<file path="config.mk">
export PLATFORM = sky130hd
export DESIGN_NAME = apb_arbiter
export DESIGN_NICKNAME = d
export VERILOG_FILES = /design/src/rtl/apb_arb_pkg.sv /design/src/rtl/rr_picker.sv /design/src/rtl/apb_arbiter.sv
export SDC_FILE = /design/constraint.sdc
export NUM_CORES = 1
export LEC_CHECK = 0
export CAP_MARGIN = 20
export CORE_ASPECT_RATIO = 0.7
export CORE_UTILIZATION = 33
export DETAILED_ROUTE_END_ITERATION = 8
export HOLD_SLACK_MARGIN = 0.06
export PLACE_DENSITY = 0.75
export SYNTH_ARGS = -nofsm -noshare
export SYNTH_HDL_FRONTEND = slang
export SYNTH_SLANG_ARGS = --single-unit
</file>
<file path="constraint.sdc">
create_clock -name pclk -period 2.6 [get_ports pclk]
set_input_delay 0.78 -clock pclk [delete_from_list [all_inputs] [get_ports pclk]]
set_output_delay 0.78 -clock pclk [all_outputs]
set_load 0.01 [all_outputs]
</file>
<file path="src/rtl/apb_arb_pkg.sv">
// Shared definitions for the APB round-robin arbiter: FSM state encoding and
// default parameter values used by apb_arbiter and its picker.
package apb_arb_pkg;

  localparam int NUM_REQ_DEF     = 4;
  localparam int ADDR_W_DEF      = 8;
  localparam int DATA_W_DEF      = 32;
  localparam int TIMEOUT_CYC_DEF = 16;

  typedef enum logic [1:0] {
    ST_IDLE   = 2'd0,
    ST_SETUP  = 2'd1,
    ST_ACCESS = 2'd2
  } state_e;

endpackage

</file>
<file path="src/rtl/rr_picker.sv">
// Combinational round-robin picker.
// Ports:
//   req_i      - request vector, one bit per requester
//   last_ptr_i - index of the most recently served requester
//   win_oh_o   - one-hot winner (all zero when nothing requests)
//   win_idx_o  - binary index of the winner
//   valid_o    - at least one requester is asking
// The winner is the first requesting index strictly after last_ptr_i,
// wrapping, so the last served requester has the lowest priority.
module rr_picker #(
  parameter  int NUM_REQ = 4,
  localparam int IDX_W   = $clog2(NUM_REQ)
) (
  input  logic [NUM_REQ-1:0] req_i,
  input  logic [IDX_W-1:0]   last_ptr_i,
  output logic [NUM_REQ-1:0] win_oh_o,
  output logic [IDX_W-1:0]   win_idx_o,
  output logic               valid_o
);

  logic [IDX_W-1:0] cand;

  // NOTE: every output of a combinational block gets a default before any
  // branch; a path that leaves one unassigned would infer a latch.
  always_comb begin
    win_oh_o  = '0;
    win_idx_o = '0;
    valid_o   = 1'b0;
    cand      = '0;
    // Scan from the farthest offset down to the nearest, so the candidate
    // closest after last_ptr_i is the one that sticks.
    for (int off = NUM_REQ; off >= 1; off--) begin
      cand = IDX_W'((int'(last_ptr_i) + off) % NUM_REQ);
      if (req_i[cand]) begin
        win_idx_o       = cand;
        win_oh_o        = '0;
        win_oh_o[cand]  = 1'b1;
        valid_o         = 1'b1;
      end
    end
  end

endmodule

</file>
<file path="src/rtl/apb_arbiter.sv">
// Shares one APB master port among NUM_REQ requesters using round-robin
// arbitration and sequences the SETUP/ACCESS phases for the winner.
// Ports:
//   pclk, presetn           - clock, asynchronous active-low reset
//   req_i/req_addr_i/
//   req_wdata_i/req_write_i - per-requester request level and transfer fields
//   gnt_o                   - one-hot owner of the current transfer (0 in IDLE)
//   done_o, err_o           - one-cycle completion pulse; err_o = timeout abort
//   rdata_o                 - prdata passthrough, valid with done_o && !err_o
//   psel/penable/pwrite/
//   paddr/pwdata            - APB master outputs
//   pready, prdata          - APB slave responses
module apb_arbiter
  import apb_arb_pkg::*;
#(
  parameter int NUM_REQ     = NUM_REQ_DEF,
  parameter int ADDR_W      = ADDR_W_DEF,
  parameter int DATA_W      = DATA_W_DEF,
  parameter int TIMEOUT_CYC = TIMEOUT_CYC_DEF
) (
  input  logic                      pclk,
  input  logic                      presetn,
  input  logic [NUM_REQ-1:0]        req_i,
  input  logic [NUM_REQ*ADDR_W-1:0] req_addr_i,
  input  logic [NUM_REQ*DATA_W-1:0] req_wdata_i,
  input  logic [NUM_REQ-1:0]        req_write_i,
  output logic [NUM_REQ-1:0]        gnt_o,
  output logic [NUM_REQ-1:0]        done_o,
  output logic                      err_o,
  output logic [DATA_W-1:0]         rdata_o,
  output logic                      psel,
  output logic                      penable,
  output logic                      pwrite,
  output logic [ADDR_W-1:0]         paddr,
  output logic [DATA_W-1:0]         pwdata,
  input  logic                      pready,
  input  logic [DATA_W-1:0]         prdata
);

  localparam int IDX_W = $clog2(NUM_REQ);
  localparam int CNT_W = $clog2(TIMEOUT_CYC);
  localparam logic [CNT_W-1:0] CNT_LAST = CNT_W'(TIMEOUT_CYC - 1);
  // Reset value makes requester 0 the first winner.
  localparam logic [IDX_W-1:0] LAST_RST = IDX_W'(NUM_REQ - 1);

  state_e              state_q, state_d;
  logic [NUM_REQ-1:0]  gnt_q, gnt_d;
  logic [IDX_W-1:0]    idx_q, idx_d;
  logic [IDX_W-1:0]    last_ptr_q, last_ptr_d;
  logic [CNT_W-1:0]    cnt_q, cnt_d;
  logic [ADDR_W-1:0]   paddr_q, paddr_d;
  logic [DATA_W-1:0]   pwdata_q, pwdata_d;
  logic                pwrite_q, pwrite_d;

  logic [NUM_REQ-1:0]  pick_oh;
  logic [IDX_W-1:0]    pick_idx;
  logic                pick_valid;

  rr_picker #(.NUM_REQ(NUM_REQ)) u_picker (
    .req_i      (req_i),
    .last_ptr_i (last_ptr_q),
    .win_oh_o   (pick_oh),
    .win_idx_o  (pick_idx),
    .valid_o    (pick_valid)
  );

  always_comb begin
    state_d    = state_q;
    gnt_d      = gnt_q;
    idx_d      = idx_q;
    last_ptr_d = last_ptr_q;
    cnt_d      = cnt_q;
    paddr_d    = paddr_q;
    pwdata_d   = pwdata_q;
    pwrite_d   = pwrite_q;
    psel       = 1'b0;
    penable    = 1'b0;
    done_o     = '0;
    err_o      = 1'b0;

    unique case (state_q)
      ST_IDLE: begin
        if (pick_valid) begin
          gnt_d    = pick_oh;
          idx_d    = pick_idx;
          paddr_d  = req_addr_i[int'(pick_idx)*ADDR_W +: ADDR_W];
          pwdata_d = req_wdata_i[int'(pick_idx)*DATA_W +: DATA_W];
          pwrite_d = req_write_i[pick_idx];
          state_d  = ST_SETUP;
        end
      end
      ST_SETUP: begin
        psel    = 1'b1;
        cnt_d   = '0;
        state_d = ST_ACCESS;
      end
      ST_ACCESS: begin
        psel    = 1'b1;
        penable = 1'b1;
        cnt_d   = cnt_q + 1'b1;
        // A pready in the final allowed cycle still completes normally.
        if (pready || (cnt_q == CNT_LAST)) begin
          done_o     = gnt_q;
          err_o      = !pready;
          last_ptr_d = idx_q;
          gnt_d      = '0;
          cnt_d      = '0;
          state_d    = ST_IDLE;
        end
      end
      default: state_d = ST_IDLE;
    endcase
  end

  // NOTE: state registers use non-blocking assignments so every flop samples
  // the pre-edge values regardless of evaluation order.
  always_ff @(posedge pclk or negedge presetn) begin
    if (!presetn) begin
      state_q    <= ST_IDLE;
      gnt_q      <= '0;
      idx_q      <= '0;
      last_ptr_q <= LAST_RST;
      cnt_q      <= '0;
      paddr_q    <= '0;
      pwdata_q   <= '0;
      pwrite_q   <= 1'b0;
    end else begin
      state_q    <= state_d;
      gnt_q      <= gnt_d;
      idx_q      <= idx_d;
      last_ptr_q <= last_ptr_d;
      cnt_q      <= cnt_d;
      paddr_q    <= paddr_d;
      pwdata_q   <= pwdata_d;
      pwrite_q   <= pwrite_d;
    end
  end

  assign gnt_o   = gnt_q;
  assign paddr   = paddr_q;
  assign pwdata  = pwdata_q;
  assign pwrite  = pwrite_q;
  assign rdata_o = prdata;

endmodule
</file>
* After elaboration in Yosys (flattened, before gate mapping) *
Cells that the tools add are included.
W data, S select, Z words.

operators by class
  $add $sub $neg = 5
  magnitude comparators = 9
  equal/unequal tests = 5
  shifts and indexed selects = 2
  multiplexer cells = 44
  reduce and logical (&&, ||, !) cells = 14

operator list
  operator               number
  $shiftx A128 B8 Y32    1
  $mux W4                9
  $shiftx A32 B6 Y8      1
  $mux W1                17
  $pmux W4 S2            2
  $lt A2 B3 Y1 const B   5
  $mux W2                6
  $bmux W1 S2            5
  $demux W1 S2           4
  $ge A2 B1 Y1 const B   4
  $pmux W2 S3            1
  $reduce_and A2 Y1      3
  $add A2 B1 Y2 const B  2
  $add A2 B2 Y2 const B  2
  $add A4 B1 Y4 const B  1
  $eq A4 B4 Y1 const B   1
  $logic_and A1 B1 Y1    4
  $ne A2 B2 Y1 const B   2
  $reduce_bool A2 Y1     2
  $reduce_and A3 Y1      1
  $eq A2 B1 Y1 const B   1
  $eq A2 B2 Y1 const B   1
  $logic_not A2 Y1       1
  $reduce_or A2 Y1       1
  2 further kinds        2

storage, ports and cells
  register bits = 55
  input port bits = 203
  output and inout port bits = 84
  word-level logic and storage cells = 87

* Logic depth before layout (Yosys ltp) *
Gate-level depths: netlist (run 1).

  word-level depth = 11
  gate-level depth with buffers = 11
  depth with buffers taken out = 7

* Cells and area by module *
From an unflattened synthesis (run 1), not the netlist that was laid out.

second synthesis, totals
  cells, all modules = 396
  area total of the unflattened synthesis = 4274.1 um^2

modules (own cells, without submodules)
  module       times used  cells an instance  area each (um^2)  sequential area each (um^2)
  apb_arbiter  1           326                3721.1            1378.8
  rr_picker    1           70                 553.0             0.0

* Least setup slack after synthesis (run 1) *
OpenSTA, ideal clock, no wires.

  kind = flip-flop to flip-flop
  start = register last_ptr_q[1]
  end = register paddr_q[0] (netlist: paddr[0])
  setup time = 142 ps
  arrival time = 2599 ps
  data required time = 2458 ps
  slack = -141 ps
  cell stages (with the launch flop) = 12
  path buffers = 4
  clock period less this slack = 2741 ps
  path through = dfstp_2 > buf_2 > inv_1 > ha_1 > mux4_2 > buf_6 > a211o_1 > nand3_2 > buf_12 > buf_12 > mux2i_1 > o221ai_1

on the way
  cells in the longest elaborated chain, start to end = 8
  elaborated cells between the ends (all ways) = 22
  those cells by class = add/sub: 4; shift: 1; mux: 16; reduce/logical: 1

RTL lines
  what                                                           RTL line            source
  start, declared                                                apb_arbiter.sv:49   logic [IDX_W-1:0] last_ptr_q, last_ptr_d;
  start signal, assigned                                         apb_arbiter.sv:131  last_ptr_q <= last_ptr_d;
  $add A2 B1 Y2                                                  rr_picker.sv:33     cand = IDX_W'((int'(last_ptr_i) + off) % NUM_REQ);
  $bmux W1 S2                                                    rr_picker.sv:34     if (req_i[cand]) begin
  $mux W1 (implied by the code)                                  rr_picker.sv:34
  $mux W2 / $mux W1 (equally long branches) (4 in series)        rr_picker.sv:34
  $shiftx A32 B6 Y8 / $reduce_and A2 Y1 (equally long branches)  -
  end signal, assigned                                           apb_arbiter.sv:133  paddr_q <= paddr_d;
  end, declared                                                  apb_arbiter.sv:51   logic [ADDR_W-1:0] paddr_q, paddr_d;

Several ways; a longest one is shown, not always the timed one. The select of a mux whose other input is x is not followed.
A chain may end at the register's enable or synchronous reset.

* Worst setup path in the final report (run 1) *
  start = register last_ptr_q[1]
  end = register pwdata_q[18] (netlist: pwdata[18])

on the way
  cells in the longest elaborated chain, start to end = 8
  elaborated cells between the ends (all ways) = 22
  those cells by class = add/sub: 4; shift: 1; mux: 16; reduce/logical: 1

RTL lines
  what                                                             RTL line            source
  $add A2 B1 Y2                                                    rr_picker.sv:33
  $bmux W1 S2                                                      rr_picker.sv:34
  $mux W1 (implied by the code)                                    rr_picker.sv:34
  $mux W2 / $mux W1 (equally long branches) (4 in series)          rr_picker.sv:34
  $shiftx A128 B8 Y32 / $reduce_and A2 Y1 (equally long branches)  -
  end signal, assigned                                             apb_arbiter.sv:134  pwdata_q <= pwdata_d;
  end, declared                                                    apb_arbiter.sv:52   logic [DATA_W-1:0] pwdata_q, pwdata_d;

Several ways; a longest one is shown, not always the timed one. The select of a mux whose other input is x is not followed.

==> results of run 1 <==
cell families (layout without fill, tap and decap cells):
logic type / count (synthesis) / after routing
and+or+nand+nor: 134 / 134
AOI/OAI and AO/OA: 121 / 121
buffers and inverters: 75 / 291
DFF: 55 / 55
muxes: 52 / 52
adders and majority gates: 11 / 11
worst max-delay path by stage:
stage,to,startpoint,depth (start not counted)
floorplan,paddr[0],last_ptr_q[1],11
detailed placement,pwdata[13],req_i[3],7
CTS,paddr[5],last_ptr_q[1],11
global placement,pwdata[17],req_i[1],7
finish,pwdata[18],last_ptr_q[1],11
global route,pwdata[18],last_ptr_q[1],11
Yosys cell counts (3+ instances only):
cell type / instances / area, um2
clkbuf_1: 13 / 48.8
and2_1: 5 / 31.3
buf_2: 13 / 65.1
o21a_1: 5 / 37.5
nand2b_1: 3 / 18.8
inv_1: 6 / 22.5
a22o_1: 3 / 26.3
nand3_1: 4 / 20.0
o211ai_1: 42 / 315
o21ai_0: 13 / 65.1
mux4_2: 4 / 90.1
mux2i_1: 48 / 480
nand2_1: 64 / 240
ha_1: 11 / 138
nor2_1: 48 / 180
o31ai_1: 3 / 22.5
buf_12: 5 / 100
buf_4: 33 / 248
buf_6: 4 / 45.0
dfrtp_1: 53 / 1330
o221ai_1: 43 / 377
area by class of cell:
cell class	instances	area, um2	share of cell area
clock buffer	8	156	0.0227
inverter	6	26.3	0.00381
multi-input combinational	318	2300	0.334
sequential	55	1380	0.200
tap	157	196	0.0285
timing repair buffer	277	2840	0.411
sequential cells by signal (all words and copies together) (netlist names):
name	count
state_q	2
pwrite	1
paddr	8
pwdata	32
idx_q	2
gnt_o	4
last_ptr_q	2
cnt_q	4
layer usage:
layer,wire length [um],share of wire,GRT usage
met5,0,0,0
met4,289,0.018,0.0722
met3,1310,0.083,0.0569
met2,7640,0.48,0.417
met1,6590,0.42,0.296
cells in the final DEF, fill, tap and decap left out, types with 9 or more instances in the layout:
cell type / count
buf_4: 38
clkdlybuf4s50_1: 212
dfrtp_1: 53
ha_1: 9
mux2i_1: 44
nand2_1: 64
nor2_1: 47
o211ai_1: 42
o21ai_0: 12
o221ai_1: 41
through the flow:
step / total power [W] / setup slack, ps
3_3_place_gp: 0.00716 / -365
4_1_cts: 0.00936 / -34.2
3_5_place_dp: 0.00733 / -450
2_1_floorplan: 0.00534 / -7.15
5_1_grt: 0.00993 / -217
6_report: 0.00934 / -72.6
power breakdown:
| group | switching, W | internal, W | total (W) |
|---|---|---|---|
| Combinational | 0.00344 | 0.00363 | 0.00707 |
| Sequential | 0.000240 | 0.00129 | 0.00153 |
| Clock | 0.000324 | 0.000412 | 0.000736 |
| Total | 0.00400 | 0.00534 | 0.00934 |
critical path: cells and delay by family (launching register included):
family                   cells  cell delay [ps]
buffers and inverters        5              700
adder cells (fa/ha/maj)      1              290
flip-flops                   1              560
AO/OA/AOI/OAI                3              520
AND/OR/NAND/NOR              1              120
multiplexers                 1              340
what timing repair did:
item	in CTS	in global routing
cloned	7	0
pin swaps	6	10
resized for setup	26	15
setup buffers	12	0
endpoints found under the setup margin	46	47
==> results.txt, run 1 <==
The run gives 0 as the number of slew-limit violations in the final report. The first routing iteration left 217 violations. The routed design has 15.8 mm of wire. The run finished, with violations left.

Yosys mapped a number of flops with a built-in enable equal to 0. Once layout is complete, the cells apart from fillers number 821. The average footprint of a synthesized cell is 9.25 um2. For the number of global-route vias before repair, the log shows 4536. The fill cell instance count of the final layout was 1030. Worst reg2reg path endpoint: pwdata[18]. The clock passes through at most 2 buffers.

For hold timing, the worst endpoint is idx_q[1]. The biggest fanout along the worst timing path was 11. Traced cell by cell, the critical path runs through clkinvlp_4 > ha_4 > mux4_2 > buf_6 > o211ai_1 > buf_4 > nand3_4 > buf_4 > buf_12 > o211ai_1 > o221ai_2. The largest clock skew in the final design came out at 5.73 ps.

Fraction of synthesized cell area in xor and xnor cells: 0. Setup repair after global routing could not meet its margin everywhere. The cell with the largest stage delay on the worst path was dfstp_2.

For the total routing resource utilization after global routing, the log shows 0.240. The worst register-to-register path has a depth of 11. Post-synthesis share of cell area spent on full adders, half adders and majority gates: 0.0332. The worst slew slack as a fraction of its limit is 0.560. 0 antenna diodes ended up in the layout. The floorplan step defined a core boundary enclosing 12000 um2.

The startpoint of the worst hold path is idx_q[1]. Among all flip-flop cells after synthesis, the most frequent one is dfrtp_1. The analysis attributes to cell leakage a power of 2.84 nW. The tools report the pin count of the biggest net entering global routing as 31. The startpoint identified for the worst register-to-register timing path is last_ptr_q[1]. The checks that failed: setup timing. The height of the die was 95.8 um. Total power per unit cell area: 1350 nW/um2. TritonCTS built the clock tree.

The hold slack was 489 ps; the fraction of layout cells with a size suffix above 1 was 0.134. Share of async-settable or async-resettable flops after synthesis: 1.00. The number of placement rows is 33, and the endpoint arrival time on the critical path is 2840 ps. The effective utilization at floorplan came out at 0.346. In this design, the stage delay of the slowest critical-path cell is 560 ps. After clock tree synthesis, the clock-pin slew on the worst setup and hold paths is 70 ps. The run gives 6450 um2 as the placement-stage cell area. The main combinational cell family by area after synthesis is compound AO/OA/AOI/OAI gates.

The initial antenna violation count is 0. Startpoint type of the worst setup path: a register. After routing the design area is 6900 um2. TritonCTS created 5 clock buffers. The average routed wire per standard cell is 19.3 um, and the number of I/O pins is 287.

The root buffer cell chosen for the clock tree is clkbuf_16. The number of nets handed over by synthesis was 662. The tools report the worst voltage drop across the vdd grid as 0.644 mV. Category of the critical setup timing path: reg2reg. The first global-routing pass estimated 23.6 mm of wire. The final-layout setup total negative slack was -626 ps; the die area was 13000 um2.

For this run, design rule violations remaining after detail routing come to 0. The count of input and output buffers is 222, and the number of sinks on the clock net is 55. The routed design could run at a clock period as short as 2670 ps. The tools report the count of endpoints failing hold in the final timing report as 0.

The compound-cell area share of the yosys netlist is 0.229. The Yosys step of the flow raised 0 warnings. The tool flagged a number of max-cap violations equal to 0.

The post-synthesis to final-layout area growth is 66.5%, and the cell count of the worst hold path is 2. The tools report the total vias in the final route as 4529. Sort of element at the end of the critical path: a register. The path class of the tightest hold or removal check is reg2reg. Detailed placement finished with a half-perimeter wire length of 10.9 mm. Setup violations remaining at the end of the flow were counted as 27. The simple-gate share of the synthesized area was 0.137.

Once detail routing completed, the nets flagged for antenna violations numbered 0. For the highest clock rate, the log shows 374 MHz. At the end of the flow, the number of nets in the layout was 877. Counting every instance in the synthesized netlist gives 448. STA puts the critical path data required time at 2770 ps. The via count normalized by instance count came out at 5.52. The number of hold buffers added after cts is 0, and the transition time of the tightest slew-check pin is 660 ps.

At the later pin of the worst-skew pair, clock insertion delay measures 290 ps. Routability-driven placement finished with a final weighted congestion of 0.878. The first TritonRoute pass finished after 4 iterations.

The total overflow reported by the global router came out at 0. The synthesized design contains 55 register bits. Counting tap cells, the placed design contains a total of 795 instances. The H-tree generated during clock tree synthesis spans 2 levels. The post-route core utilization is 0.576. The worst setup margin was -72.6 ps. The floorplan step set the die width to 136 um. In this run, distinct cell masters in the synthesized netlist total 42. The synthesized netlist occupies a cell area of 4140 um2.

The sequential element share of the synthesized area is 0.333, and the portion of the clock cycle consumed by the worst path in the final layout is 1.03. The setup slack of the worst register-to-register path was -70 ps; the portion of netlist area occupied by mux cells was 0.138.
Power figures use the tool's default switching activity.
==> run 2, diff against run 1 <==
--- a/config.mk
+++ b/config.mk
@@ -10,7 +10,8 @@
 export CORE_UTILIZATION = 33
 export DETAILED_ROUTE_END_ITERATION = 8
 export HOLD_SLACK_MARGIN = 0.06
-export PLACE_DENSITY = 0.75
+export PLACE_DENSITY = 0.74
 export SYNTH_ARGS = -nofsm -noshare
 export SYNTH_HDL_FRONTEND = slang
+export SYNTH_HIERARCHICAL = 1
 export SYNTH_SLANG_ARGS = --single-unit
==> constraint.sdc (replaced) <==
create_clock -name pclk -period 2.3 [get_ports pclk]
set_input_delay 0.69 -clock pclk [delete_from_list [all_inputs] [get_ports pclk]]
set_output_delay 0.69 -clock pclk [all_outputs]
set_load 0.01 [all_outputs]
==> run 2 against run 1 <==
Against the previous run: the run still ends with setup timing left; total power down 2.8%; clock skew down 1.1 ps; final cell count down 3.4%; non-clock buffer count up 10; clock power up 3.4%; hold slack worse by 130 ps; sequential share of layout area down 0.80 points; global-route usage down 3.6 points; worst setup slack worse by 87 ps; sequential cell count unchanged; first-iteration DRC count down 59%.
==> results.txt, run 2 <==
When the netlist entered floorplanning its net count stood at 610. The first routing iteration left 89 violations. The first detailed-routing pass ran for 4 iterations.

The worst setup path is launched from a register. The endpoint arrival time on the critical path was 2630 ps; the sequential element share of the synthesized area was 0.323. The height of the die is 97.2 um. TritonCTS built the clock tree. Sort of element at the end of the critical path: a register. Yosys attributes the largest share of cell area to dfrtp_1 (31%), mux2i_1 (20%), o221ai_2 (14%).

For the count of endpoints failing hold in the final timing report, the log shows 0. The tools report the number of sinks on the clock net as 55. For the worst setup margin, the log shows -159 ps. The flip-flop count of the largest register after layout is 32, and the register bit total from synthesis is 55. The total instance count after detailed placement came out at 777.

Final hold analysis gives a worst-case slack of 358 ps. Setup repair after global routing could not meet its margin everywhere. Via count normalized by instance count: 5.11. After detailed routing, the number of remaining DRC violations is 0. The worst voltage drop across the vdd grid was 0.672 mV. The total vias in the final route is 4050. The tools report the library cell used as clock root buffer as clkbuf_16. Row generation in the floorplan step produced 34 rows. The critical path goes through inv_8 > ha_4 > mux2i_4 > nor3_2 > o31a_1 > a211oi_2 > or2_4 > buf_12 > o221ai_2. The share of async-settable or async-resettable flops after synthesis works out to 1.00.

Counting instances in the post-synthesis netlist gives the leading cell types as mux2i_1 (86), dfrtp_1 (53), nand2_1 (43). The fill cell instance count of the final layout came out at 1050. A synthesized cell averages 10.8 um2. At the worst endpoint, the required time is 2470 ps.

Dominant cell by count in the synthesized netlist: mux2i_1. The mapped netlist covers 4270 um2. The library cell used most frequently in the layout, excluding fill and tap cells, is clkdlybuf4s50_1. Setup violations remaining at the end of the flow were counted as 47.

Yosys printed 6 warnings. The fraction of layout cells with a size suffix above 1 was 0.250. The category of the critical setup timing path is reg2reg. The run gives 0 as the post-detailed-route count of antenna-violating nets.

The transition time of the tightest slew-check pin is 498 ps. Counting both buffers and inverters, the worst setup path holds a total of 2. The effective utilization at floorplan is 0.342, and the instance count of the mapped netlist is 396. The maximum cell stage delay along the critical path works out to 590 ps.

In this design, the largest share of critical-path delay is due to flip-flops. The number of global-route vias before repair was 4379; the clock transition time at the flip-flop clock pins of the worst setup and hold paths was 70 ps. The tools report the post-route standard cell area excluding fillers as 7190 um2. The count of input and output buffers was 222. Buffers inserted during clock tree synthesis total 5.

After synthesis, the netlist uses 49 different library cells. In the final routed layout, each cell accounts on average for 17.3 um. Number of slew-limit violations in the final report: 0. The largest individual stage delay along the critical path comes from the cell dfstp_2.

The min-delay analysis places its worst path in the category in2async. In this run the horizontal extent of the chip is 138 um. For the final database, setup skew stands at 4.63 ps. Of all nets on the critical path, the largest fanout is 25. For the latest clock arrival within the worst-skew pair, the log shows 290 ps. The tools report the total routing resource utilization after global routing as 0.204. Post-synthesis to final-layout area growth: 68.1%.

287 I/O pins were placed. The portion of the clock cycle consumed by the worst path in the final layout was 1.07; the pin count of the biggest net entering global routing was 32. At the end of the flow, the number of nets in the layout was 844. Max-cap violations in this run came to 0.

For this design, the CTS-stage hold fixing added 0 buffers. The run gives 0 as the antenna diode instance count. The checks that failed: setup timing.

The number of cells traversed by the worst register-to-register path was 9. Detailed placement ended at an HPWL of 11.0 mm. The logs give 2 for the maximum buffer depth of the clock tree and 407 MHz for the highest clock rate. The most used flip-flop cell after synthesis is dfrtp_1. In this run the number of cells on the critical path is 9.

The library cell with the largest summed area after synthesis is dfrtp_1. The post-route minimum period was 2460 ps; the total power per unit cell area was 1260 nW/um2. Worst slew slack as a fraction of its limit: 0.668. The static leakage power came out at 3.03 nW. At the end of routability-driven placement, the weighted congestion stood at 0.851.

The placement-stage cell area was 6870 um2; the area fraction of the dominant cell type after synthesis was 0.310. Counting flops with a built-in enable in the synthesized netlist gives 0. The number of standard cells in the final layout excluding fillers is 793, and the total overflow reported by the global router is 0. In this run the standard cell core region covers 12500 um2. Initial antenna violation count: 0.

In the layout the commonest cells are clkdlybuf4s50_1 (209), mux2i_1 (82), buf_4 (54), dfrtp_1 (53), nand2_1 (43). The floorplan step defined a die boundary enclosing 13400 um2. The clock tree synthesis step divided the H-tree into 2 levels. For this block, the routed nets add up to 13.7 mm of wire. The run finished, with violations left. The wire length of the first global-routing pass came out at 22.1 mm.
[run 2: changes by cell type after synthesis, moves of 5 or more]
| cell | delta |
|---|---|
| nor2_1 | -44 |
| mux2i_1 | +38 |
| o221ai_2 | +40 |
| o211ai_1 | -42 |
| buf_12 | -5 |
| a21oi_1 | +8 |
| mux2_1 | +5 |
| o221ai_1 | -42 |
| clkbuf_1 | -8 |
| nand2_1 | -21 |
[run 2: layer usage]
layer  global-route usage  part of all wire
met3               0.0488             0.057
met2                0.362              0.50
met1                0.250              0.44
met5                    0                 0
met4               0.0448            0.0098
[run 2: cells by family (layout without fill, tap and decap cells)]
| kind of cell | after synthesis | after routing | synth area share |
|---|---|---|---|
| multiplexers | 94 | 94 | 0.230 |
| AO/OA/AOI/OAI | 86 | 86 | 0.219 |
| AND/OR/NAND/NOR | 78 | 78 | 0.0881 |
| buffers and inverters | 72 | 307 | 0.109 |
| flip-flops | 55 | 55 | 0.323 |
| adder cells (fa/ha/maj) | 11 | 11 | 0.0322 |
[run 2: path summary, 6_finish.rpt]
check                              start          to  slack (ps)
max reg2reg                last_ptr_q[0]    paddr[6]        -160
min in group pclk             pwdata[29]  pwdata[29]         490
max                        last_ptr_q[0]    paddr[6]        -160
min reg2reg                   pwdata[29]  pwdata[29]         490
max in group asynchronous        presetn    paddr[0]        1350
min                              presetn    gnt_o[3]         360
[run 2: repair_timing]
item                       4_1_cts  5_1_grt
setup buffers                    7        1
setup endpoints to repair       56       52
gates cloned                     0        0
pin swaps                       16        8
resized for setup               44       20
[run 2: area by class of cell]
| type | count | area (um2) | share of cell area |
|---|---|---|---|
| Clock buffer | 5 | 125 | 0.0174 |
| Multi-Input combinational cell | 269 | 2600 | 0.361 |
| Clock inverter | 3 | 18.8 | 0.00261 |
| Inverter | 12 | 55.1 | 0.00766 |
| Sequential cell | 55 | 1380 | 0.192 |
| Tap cell | 162 | 203 | 0.0282 |
| Timing Repair Buffer | 287 | 2810 | 0.391 |
[run 2: worst register-to-register path, delay by kind of cell (launching register included)]
kind,cells,cell delay (ps)
fa+ha+maj,1,330
compound gates,3,600
buf+inv,2,240
flops,1,590
simple gates,2,260
mux,1,320
[run 2: power by group]
group	internal, W	total, W	leakage, nW	switching, W
Sequential	0.00146	0.00176	0.682	0.000300
Clock	0.000405	0.000761	0.0740	0.000356
Combinational	0.00346	0.00655	2.28	0.00309
[run 2: through the flow]
step           power, W  worst slack (ps)  utilization  setup TNS (ps)
6_report        0.00908              -159        0.575           -6280
3_3_place_gp    0.00785              -509        0.550          -24580
5_1_grt         0.00970              -270        0.575          -10660
3_5_place_dp    0.00807              -621        0.550          -28380
4_1_cts         0.00907              -135        0.570           -4890
2_1_floorplan   0.00569              -190            -           -7970
==> run 3, diff against run 2 <==
--- a/config.mk
+++ b/config.mk
@@ -6,11 +6,13 @@
 export NUM_CORES = 1
 export LEC_CHECK = 0
 export CAP_MARGIN = 20
-export CORE_ASPECT_RATIO = 0.7
-export CORE_UTILIZATION = 33
+export CORE_AREA = 2 2 112 114
+export CTS_CLUSTER_DIAMETER = 60
 export DETAILED_ROUTE_END_ITERATION = 8
+export DIE_AREA = 0 0 114 116
+export DONT_BUFFER_PORTS = 1
 export HOLD_SLACK_MARGIN = 0.06
-export PLACE_DENSITY = 0.74
+export PLACE_DENSITY = 0.47
 export SYNTH_ARGS = -nofsm -noshare
 export SYNTH_HDL_FRONTEND = slang
 export SYNTH_HIERARCHICAL = 1
==> run 3 against run 2 <==
Against the previous run: the run still ends with setup timing left; combinational power fell by 27%; design area fell by 35%; sequential share of layout area rose by 10 points; final cell count fell by 34%; core utilization fell by 18 points; count of clock-buffer cells in the layout rose by 2; largest cell class is now multi-input combinational cells.
==> results.txt, run 3 (synthesis results as in run 2) <==
The flow ran to the end, but the final reports show violations. The final reports fail on setup timing. 287 I/O pins were placed.

The design draws 0.00767 W. Before CTS, the worst setup slack after placement is -138 ps. For this design the ratio of total power to cell area is 1650 nW/um2. The placement-stage cell area was 4380 um2.

The first detailed-routing pass ran for 4 iterations. Flip-flop count of the largest register after layout: 32. Core outline area: 11900 um2. The setup slack of the worst register-to-register path is -150 ps. The worst voltage drop across the vdd grid came out at 0.723 mV. The routed design has 11.5 mm of wire. Detailed routing inserted a total of 3033 vias. The worst path in the final design needs a cycle of 2450 ps, including I/O delays and setup. For the total overflow reported by the global router, the log shows 0.

Clock tree synthesis inserted a total of 5 buffers. The count of endpoints failing hold in the final timing report came out at 0. The cell with the largest stage delay on the worst path was dfstp_2. The later pin in the worst-skew pair is clocked with a latency of 290 ps. The highest clock rate was 409 MHz; the clock transition time at the flip-flop clock pins of the worst setup and hold paths was 70 ps. In this run the critical register-to-register path is captured at paddr[6]. Compared with the post-synthesis result, the final layout area differs by 8.96%. Leaving out fill and tap cells, the most frequent cell in the layout is mux2i_1. The logs give 13200 um2 for the die area and 0 for the remaining routing DRC violations.

The number of buffers and inverters on the critical path is 3. The biggest fanout along the worst timing path came out at 16. The run gives 0.359 as the effective utilization at floorplan. Dividing the detail-routed via count by the number of cells gives 5.83. The tools report the maximum buffer depth of the clock tree as 2. The floorplan die width was 114 um. The number of placement rows was 40. In the layout the commonest cells are mux2i_1 (83), dfrtp_1 (53), nand2_1 (42), o221ai_2 (40), buf_4 (21).

The tools report the library cell used as clock root buffer as clkbuf_16. The number of slew-limit violations in the final report was 0. For this run, the slowest stage of the critical path takes 590 ps.

The transition time of the tightest slew-check pin works out to 472 ps. The worst register-to-register path has a depth of 10. The logs give 2953 for the number of global-route vias before repair and -146 ps for the worst setup margin. The total instance count after detailed placement was 509; the pin count of the biggest net entering global routing was 56. The clock tree synthesis step divided the H-tree into 2 levels.

Worst min-delay path class: in2async. The routability congestion estimate from global placement is 0.826. The critical path in this run is classified as reg2reg. The tools report the launch point of the worst reg-to-reg path as last_ptr_q[0]. The layout has 1141 filler cells. For this design the static power due to leakage is 1.98 nW. The detail route stage leaves a number of antenna-violating nets equal to 0. STA classifies the critical path endpoint as a register. After clock tree synthesis, the flow added hold-fix buffers numbering 0. Setup repair after global routing could not meet its margin everywhere.

STA classifies the critical path startpoint as a register. For the final database, setup skew stands at 5.30 ps. Traced cell by cell, the critical path runs through inv_8 > ha_4 > mux2_4 > a21oi_2 > o32ai_2 > a211oi_2 > buf_4 > nand3_4 > clkbuf_16 > o221ai_2. The number of sinks on the clock net is 55, and the post-route standard cell area excluding fillers is 4660 um2.

Detailed placement finished with a half-perimeter wire length of 8.52 mm. TritonCTS built the clock tree. The number of standard cells in the final layout excluding fillers was 520. Post-layout net count: 586.

Total routing resource utilization after global routing: 0.158. From bottom edge to top edge, the die measures 116 um. Across the run, the number of max-cap violations was 0. Dividing the detail-routed wire length by the instance count gives 22.1 um.

The run gives 0.684 as the worst slew slack as a fraction of its limit. The fraction of layout cells with a size suffix above 1 was 0.284; the portion of the clock cycle consumed by the worst path in the final layout was 1.06. For the worst setup path, the data arrival time is 2660 ps.

The DRC violation total after the first TritonRoute iteration is 219, and the required time reported for the critical path endpoint is 2510 ps. The first global-routing pass estimated 16.2 mm of wire. Setup violations remaining at the end of the flow were counted as 46.

Antenna diode instance count: 0. The initial antenna violation count came out at 0. The cell family contributing the most delay on the critical path is flip-flops.

The count of input and output buffers is 0, and the final-layout setup total negative slack is -5180 ps.
## run 3: cell count changes in the layout (fill, tap and decap cells not counted), moves of 4 or more
cell	delta
and2_1	+4
and2_4	-4
buf_4	-33
buf_6	-7
clkdlybuf4s50_1	-209
dlygate4sd2_1	-7
o21ai_0	+8
o21ai_1	-6
## run 3: through the flow
| step | hold WS [ps] | util |
|---|---|---|
| after global routing | 70.3 | 0.391 |
| final | 88.8 | 0.391 |
| after CTS | 78.6 | 0.383 |
| after floorplan | 394 | - |
| after global placement | 396 | 0.368 |
| after detailed placement | 396 | 0.368 |
## run 3: final cells by class
class / instances / area, um2 / area share
inverters: 12 / 55.1 / 0.0118
multi-input cells: 269 / 2550 / 0.547
well taps: 147 / 184 / 0.0395
flip-flops and latches: 55 / 1380 / 0.296
clock inverters: 1 / 30.0 / 0.00645
repair buffers: 29 / 328 / 0.0704
clock buffers: 7 / 133 / 0.0285
## run 3: worst reg2reg max path, cell delays in order (launching register included)
cell and delay (ps):
dfstp_2 590, inv_8 40, ha_4 330, mux2_4 330
a21oi_2 130, o32ai_2 80, a211oi_2 180, buf_4 160
nand3_4 130, clkbuf_16 250, o221ai_2 170
## run 3: timing repair
| item | in CTS | in global routing |
|---|---|---|
| resized for setup | 5 | 8 |
| endpoints found under the setup margin | 49 | 51 |
| pin swaps | 1 | 2 |
| setup buffers | 0 | 1 |
| gates cloned | 0 | 2 |
## run 3: power breakdown
group          internal, W  leakage, nW  total (W)  switching [W]
registers          0.00146        0.682    0.00202       0.000553
clock network     0.000516       0.0781   0.000871       0.000354
logic              0.00228         1.22    0.00479        0.00250
## run 3: how the worst max path moves through the flow
| stage | from | endpoint | depth (start not counted) |
|---|---|---|---|
| final | last_ptr_q[0] | paddr[6] | 10 |
| after global routing | last_ptr_q[0] | pwdata[19] | 10 |
| after CTS | last_ptr_q[0] | paddr[2] | 9 |
| after detailed placement | last_ptr_q[0] | paddr[4] | 9 |
| after global placement | last_ptr_q[0] | pwdata[15] | 8 |
| after floorplan | last_ptr_q[0] | paddr[0] | 11 |
## run 3: metal layers
layer  vias up  wire, um  global-route usage
met2       173      5740               0.276
met3        18       815              0.0397
met1      1441      4770               0.193
met4         0       160              0.0431
li1       1401         -                   -
met5         -         0                   0
